<file path="src/rtl/fifo_pkg.sv">
// Shared types and defaults for the async FIFO read path (fifo_mem, fifo_rd_drain).
package fifo_pkg;

    localparam int unsigned FIFO_DATA_WIDTH = 8;

    typedef enum logic [1:0] {
        S_EMPTY = 2'd0,
        S_ONE   = 2'd1,
        S_TWO   = 2'd2
    } occ_t;

endpackage

</file>
<file path="src/rtl/fifo_rd_drain_if.sv">
// Read-side bus of fifo_rd_drain: fifo_mem request/data plus downstream valid/ready stream.
interface fifo_rd_drain_if #(
    parameter int unsigned DATA_WIDTH = fifo_pkg::FIFO_DATA_WIDTH
);
    logic                  empty;
    logic [DATA_WIDTH-1:0] data_out;
    logic                  r_en;
    logic                  m_valid;
    logic [DATA_WIDTH-1:0] m_data;
    logic                  m_ready;

    modport master (
        input  empty, data_out, m_ready,
        output r_en, m_valid, m_data
    );

    modport slave (
        output empty, data_out, m_ready,
        input  r_en, m_valid, m_data
    );
endinterface

</file>
<file path="src/rtl/fifo_rd_drain_skid.sv">
// rd_skid_buf: 2-entry FIFO-ordered skid buffer; head_o is always the oldest held word.
module rd_skid_buf
    import fifo_pkg::*;
#(
    parameter int unsigned DATA_WIDTH = FIFO_DATA_WIDTH
) (
    input  logic                  clk,
    input  logic                  rst,
    input  logic                  push_i,
    input  logic [DATA_WIDTH-1:0] push_data_i,
    input  logic                  pop_i,
    output occ_t                  occ_o,
    output logic [DATA_WIDTH-1:0] head_o
);

    occ_t                  occ_q, occ_d;
    logic [DATA_WIDTH-1:0] slot0_q, slot0_d;
    logic [DATA_WIDTH-1:0] slot1_q, slot1_d;

    always_ff @(posedge clk or posedge rst) begin
        if (rst) begin
            occ_q   <= S_EMPTY;
            slot0_q <= '0;
            slot1_q <= '0;
        end else begin
            occ_q   <= occ_d;
            slot0_q <= slot0_d;
            slot1_q <= slot1_d;
        end
    end

    always_comb begin
        occ_d   = occ_q;
        slot0_d = slot0_q;
        slot1_d = slot1_q;
        unique case (occ_q)
            S_EMPTY: begin
                if (push_i) begin
                    slot0_d = push_data_i;
                    occ_d   = S_ONE;
                end
            end
            S_ONE: begin
                unique case ({push_i, pop_i})
                    2'b10: begin
                        slot1_d = push_data_i;
                        occ_d   = S_TWO;
                    end
                    2'b01:   occ_d   = S_EMPTY;
                    2'b11:   slot0_d = push_data_i;
                    default: ;
                endcase
            end
            S_TWO: begin
                // Simultaneous push/pop is unreachable but kept ordered for robustness.
                if (pop_i) begin
                    slot0_d = slot1_q;
                    if (push_i) slot1_d = push_data_i;
                    else        occ_d   = S_ONE;
                end
            end
            default: occ_d = S_EMPTY;
        endcase
    end

    assign occ_o  = occ_q;
    assign head_o = slot0_q;

    a_no_overflow: assert property (@(posedge clk) disable iff (rst)
        !(push_i && !pop_i && occ_q == S_TWO));

endmodule

</file>
<file path="src/rtl/fifo_rd_drain.sv">
// Read-domain drain engine: issues r_en, absorbs fifo_mem read latency, streams words out.
// Optional delivered-word counter rd_count when FIFO_RD_STATS_EN is defined.
module fifo_rd_drain
    import fifo_pkg::*;
#(
    parameter int unsigned DATA_WIDTH = FIFO_DATA_WIDTH,
    parameter int unsigned CNT_WIDTH  = 16
) (
    input  logic                 rclk,
    input  logic                 rrst,
    fifo_rd_drain_if.master      bus
`ifdef FIFO_RD_STATS_EN
    ,
    output logic [CNT_WIDTH-1:0] rd_count
`endif
);

    if (DATA_WIDTH < 1 || CNT_WIDTH < 1) begin : g_bad_params
        $error("fifo_rd_drain: DATA_WIDTH and CNT_WIDTH must be >= 1");
    end

    occ_t                  occ;
    logic [DATA_WIDTH-1:0] head;
    logic                  pop;
    logic                  inflight_q;
    logic [2:0]            level;
    logic [2:0]            limit;

    assign pop = bus.m_valid & bus.m_ready;

    // occ + inflight - pop < 2, rearranged to avoid unsigned underflow.
    assign level = {1'b0, occ} + {2'b00, inflight_q};
    assign limit = 3'd2 + {2'b00, pop};

    always_comb begin
        bus.r_en = 1'b0;
        if (!rrst && !bus.empty && (level < limit)) bus.r_en = 1'b1;
    end

    always_ff @(posedge rclk or posedge rrst) begin
        if (rrst) inflight_q <= 1'b0;
        else      inflight_q <= bus.r_en;
    end

    rd_skid_buf #(
        .DATA_WIDTH (DATA_WIDTH)
    ) u_skid (
        .clk         (rclk),
        .rst         (rrst),
        .push_i      (inflight_q),
        .push_data_i (bus.data_out),
        .pop_i       (pop),
        .occ_o       (occ),
        .head_o      (head)
    );

    assign bus.m_valid = (occ != S_EMPTY);
    assign bus.m_data  = head;

`ifdef FIFO_RD_STATS_EN
    logic [CNT_WIDTH-1:0] cnt_q, cnt_d;

    always_comb begin
        cnt_d = cnt_q;
        if (pop) cnt_d = cnt_q + 1'b1;
    end

    always_ff @(posedge rclk or posedge rrst) begin
        if (rrst) cnt_q <= '0;
        else      cnt_q <= cnt_d;
    end

    assign rd_count = cnt_q;
`endif

endmodule

</file>
<file path="src/flat_wrapper.sv">
// flat-port wrapper written by rule: the top's interface ports become plain ports
module fifo_rd_drain_flat import fifo_pkg::*;
#(
    parameter int unsigned DATA_WIDTH = FIFO_DATA_WIDTH,
    parameter int unsigned CNT_WIDTH  = 16
)
  (rclk, rrst, bus_empty, bus_data_out, bus_m_ready, bus_r_en, bus_m_valid, bus_m_data);
  fifo_rd_drain_if #(.DATA_WIDTH(DATA_WIDTH)) bus_i ();
  input  logic rclk;
  input  logic rrst;
  input wire logic [$bits(bus_i.empty)-1:0] bus_empty;
  input wire logic [$bits(bus_i.data_out)-1:0] bus_data_out;
  input wire logic [$bits(bus_i.m_ready)-1:0] bus_m_ready;
  output wire logic [$bits(bus_i.r_en)-1:0] bus_r_en;
  output wire logic [$bits(bus_i.m_valid)-1:0] bus_m_valid;
  output wire logic [$bits(bus_i.m_data)-1:0] bus_m_data;
  assign bus_i.empty = bus_empty;
  assign bus_i.data_out = bus_data_out;
  assign bus_i.m_ready = bus_m_ready;
  assign bus_r_en = bus_i.r_en;
  assign bus_m_valid = bus_i.m_valid;
  assign bus_m_data = bus_i.m_data;
  fifo_rd_drain #(.DATA_WIDTH(DATA_WIDTH), .CNT_WIDTH(CNT_WIDTH)) u_core (.rclk(rclk), .rrst(rrst), .bus(bus_i));
endmodule
</file>
<file path="config.mk">
export PLATFORM = sky130hd
export DESIGN_NAME = fifo_rd_drain_flat
export DESIGN_NICKNAME = d
export VERILOG_FILES = /design/src/rtl/fifo_pkg.sv /design/src/rtl/fifo_rd_drain_if.sv /design/src/rtl/fifo_rd_drain_skid.sv /design/src/rtl/fifo_rd_drain.sv /design/src/flat_wrapper.sv
export SDC_FILE = /design/constraint.sdc
export NUM_CORES = 1
export LEC_CHECK = 0
export CORE_MARGIN = 10
export CORE_UTILIZATION = 54
export CTS_CLUSTER_SIZE = 8
export DETAILED_ROUTE_END_ITERATION = 10
export DONT_BUFFER_PORTS = 1
export GPL_TIMING_DRIVEN = 0
export HOLD_SLACK_MARGIN = 0.1
export PLACE_DENSITY = 0.71
export SLEW_MARGIN = 10
export SYNTH_ARGS = -nofsm -noshare
export SYNTH_HDL_FRONTEND = slang
export SYNTH_HIERARCHICAL = 1
export SYNTH_SLANG_ARGS = --single-unit
export TNS_END_PERCENT = 20
</file>
<file path="constraint.sdc">
create_clock -name rclk -period 1.7 [get_ports rclk]
set_clock_uncertainty 0.2 [all_clocks]
set_input_delay 0.255 -clock rclk [delete_from_list [all_inputs] [get_ports rclk]]
set_output_delay 0.255 -clock rclk [all_outputs]
set_load 0.01 [all_outputs]
</file>
==> key figures <==
STA
  – Fin crit share: 117%
  – Setup Viol. Count Final: 18
  – Slew at the pin closest to its max-slew limit: 0.686 ns
  – Max Slew Vio Count: 0
  – Peak Freq: 503 MHz
  – Final WS setup: -0.288 ns
  – Relative slew slack: 54.2%
  – RSZ-0062 raised after global routing: yes
  – Final Critical Period: 1.99 ns
  – Setup TNS: -3.53 ns
  – Hold Fails Final Rpt: 0

Die
  – Die area: 3910 sq um
  – Io pins: 22
  – Die width: 62.5 um
  – Initial Utilization: 56.5%
  – Row cnt: 15
  – Die Ht: 62.5 um
  – CORE AREA: 1730 sq um

Synthesis
  – Avg Inst Size Synth: 13.7 sq um
  – Dominant cells by area after synthesis: dfrtp_1 (49%), mux2_2 (29%), ha_1 (6.4%)
  – Sequential share of the synthesized area: 48.7%
  – Synth Area in Compound Gates: 6.41%
  – Area share of the largest cell type after synthesis: 48.7%
  – Unique masters post-synth: 20
  – Post-Syn Area: 976 sq um
  – Synth Register Bits: 19
  – Yosys top cell by area: dfrtp_1
  – Syn_nets: 88
  – Mapped Cells: 71
  – Yosys warns: 6
  – Synth Area in Adders: 6.41%
  – Post-synthesis xor/xnor area fraction: 0%
  – Synth Area in Simple Gates: 5.90%
  – Post-synthesis mux area share: 29.9%
  – Largest family of logic cells by synthesized area: multiplexers

Global route
  – GRT overflow: 0
  – Initial antenna violation count: 0
  – Met3 Use GR: 5.20%
  – Met2 Use GR: 19.9%
  – Met1 Usage GRT: 12.5%
  – Tot GR Track Use: 11.4%
  – Pin count of the biggest net entering global routing: 19
  – First-pass GRT wire length: 3670 um
  – Vias in the first global route: 711
  – Layer with the highest usage: met2

Routing
  – Routed Antenna Nets: 0
  – DRC: 0
  – Via count: 634
  – Drt wl/cell: 18.5 um
  – Routed vias/inst: 5.37
  – DRT Wirelength: 2180 um
  – Initial DRC Count: 13
  – 1st-pass router iterations: 4

Worst setup path
  – Slowest CP cell: dfrtp_2
  – CP delay by family, top: flip-flops
  – Critical Path Fanout Max: 2
  – Crit path cell chain: ha_4 > nand2b_4 > a2111oi_4
  – CP Launch Type: register
  – Setup CP Type: register to primary output
  – Worst path required time: 1.24 ns
  – CP arrival: 1.53 ns
  – Worst path max stage delay: 0.44 ns
  – Worst setup EP type: primary output
  – Buf/Inv on CP: 0

Hold path
  – Hold Crit Class: input pin to register

Clocking
  – TritonCTS clock tree: built
  – CTS clk-pin slew, worst paths: 0.11 ns
  – Clock Latency Late Sink: 0.29 ns
  – Hold Buf Count CTS: 11
  – H-tree Lvls: 1
  – TritonCTS Buffers: 3
  – CTS root buf: clkbuf_4
  – Clock Path Buffers: 2
  – Clock sinks: 19

Layout
  – Number of diodes: 0
  – Fin area: 1370 sq um
  – Register Area: 479 sq um
  – Layout Nets: 111
  – Filler Cells Inserted: 116
  – Area added between synthesis and finish: 40.4%
  – Area of the multi-input gates: 623 sq um
  – Share of cells above drive strength 1: 60.2%

Run status
  – Failing checks: negative setup slack
  – Status: finished, violations left

Placed design
  – Dpl cell area: 1110 sq um
  – Dpl hpwl: 1350 um
  – GPL Wtd Cong: 0.770
  – Buffers on Ports: 0

Job
  – Max-cap viol count: 0

Pwr
  – Worst vdd ir: 1040 uV
  – Pleak: 0.567 nW
  – Power Total: 2.14 mW
  – Pwr Density: 1560 nW/um^2
## cell families (layout without fill, tap and decap cells)
group,count (synthesis),in the layout
mux,26,26
flops,19,19
simple gates,10,10
compound gates,6,6
fa+ha+maj,5,5
buf+inv,5,27
## routing by layer
metal  part of all wire [%]  up-vias
li1                       -      295
met1                     43      322
met2                     51       17
met3                    6.2        0
met4                      0        0
met5                      0        -
## tightest hold or removal path: stages
cell       delay, ns
o21a_4          0.12
nand2b_4        0.07
a2111oi_4       0.08
## state kept, by name, summed over array words and instances (netlist names)
| register | cells |
|---|---|
| u_core/inflight_q | 1 |
| u_core/u_skid/slot1_q | 8 |
| u_core/u_skid/head_o | 8 |
| u_core/u_skid/occ_o | 2 |
## what timing repair did
action	CTS	global route
setup endpoints to repair	17	20
pin swaps	4	2
endpoints found under the hold margin	36	1
setup buffers	5	2
gates resized for setup	9	2
## cell type report
type,instances,share of cell area (%)
repair buffers,18,13.3
well taps,25,2.28
clock inverters,1,0.365
flip-flops and latches,19,35.0
clock buffers,3,1.64
multi-input cells,47,45.5
plain buffers,1,0.822
inverters,4,1.10
## synth_stat cells (all sizes together)
library cell   n
and2b          1
or2            1
inv            4
nand3b         1
o21ai          2
a2111oi        1
a22o           1
nand2          3
o21a           1
buf            1
nand2b         1
nor2           1
dfrtp         19
mux2i          1
nand3          1
nor2b          1
ha             5
mux2          25
o2bb2ai        1
## layout by cell type, fill, tap and decap left out, drive strengths merged
cell type and n:
mux2 25, nand3b 1, clkinv 1, a22o 1
dlygate4sd3 11, o21ai 2, o21a 1, dfrtp 19
nand2 3, nor2b 1, or2 1, and2b 1
nor2 1, inv 4, o2bb2ai 1, mux2i 1
nand2b 1, ha 5, buf 8, a2111oi 1
nand3 1, clkbuf 3
## worst paths after layout
| check | depth (start not counted) | slack (ns) | startpoint | endpoint |
|---|---|---|---|---|
| max | 3 | -0.29 | u_core/inflight_q | bus_r_en |
| min | 3 | 0.07 | bus_m_ready | u_core/inflight_q |
| max reg2reg | 7 | -0.26 | u_core/u_skid/occ_o[0] | u_core/u_skid/head_o[0] |
| min reg2reg | 1 | 0.32 | u_core/u_skid/slot1_q[0] | u_core/u_skid/slot1_q[0] |
| max in group asynchronous | 2 | 0.44 | rrst | u_core/u_skid/occ_o[0] |
| min in group asynchronous | 2 | 0.38 | rrst | u_core/u_skid/head_o[5] |
## power breakdown
part           switching (mW)  internal [mW]
logic                   0.398          0.633
clock network           0.136         0.0875
registers               0.206          0.675
total                   0.740           1.40
## through the flow
step	cells	utilization (%)	hold WS, ns	setup WS, ns
floorplan	71	-	-0.216	-0.0346
global placement	96	64.2	-0.214	-0.223
detailed placement	96	64.2	-0.209	-0.270
CTS	116	77.4	0.0800	-0.310
global route	118	79.3	0.0670	-0.375
finish	118	79.3	0.0733	-0.288
Power figures use the tool's default switching activity.
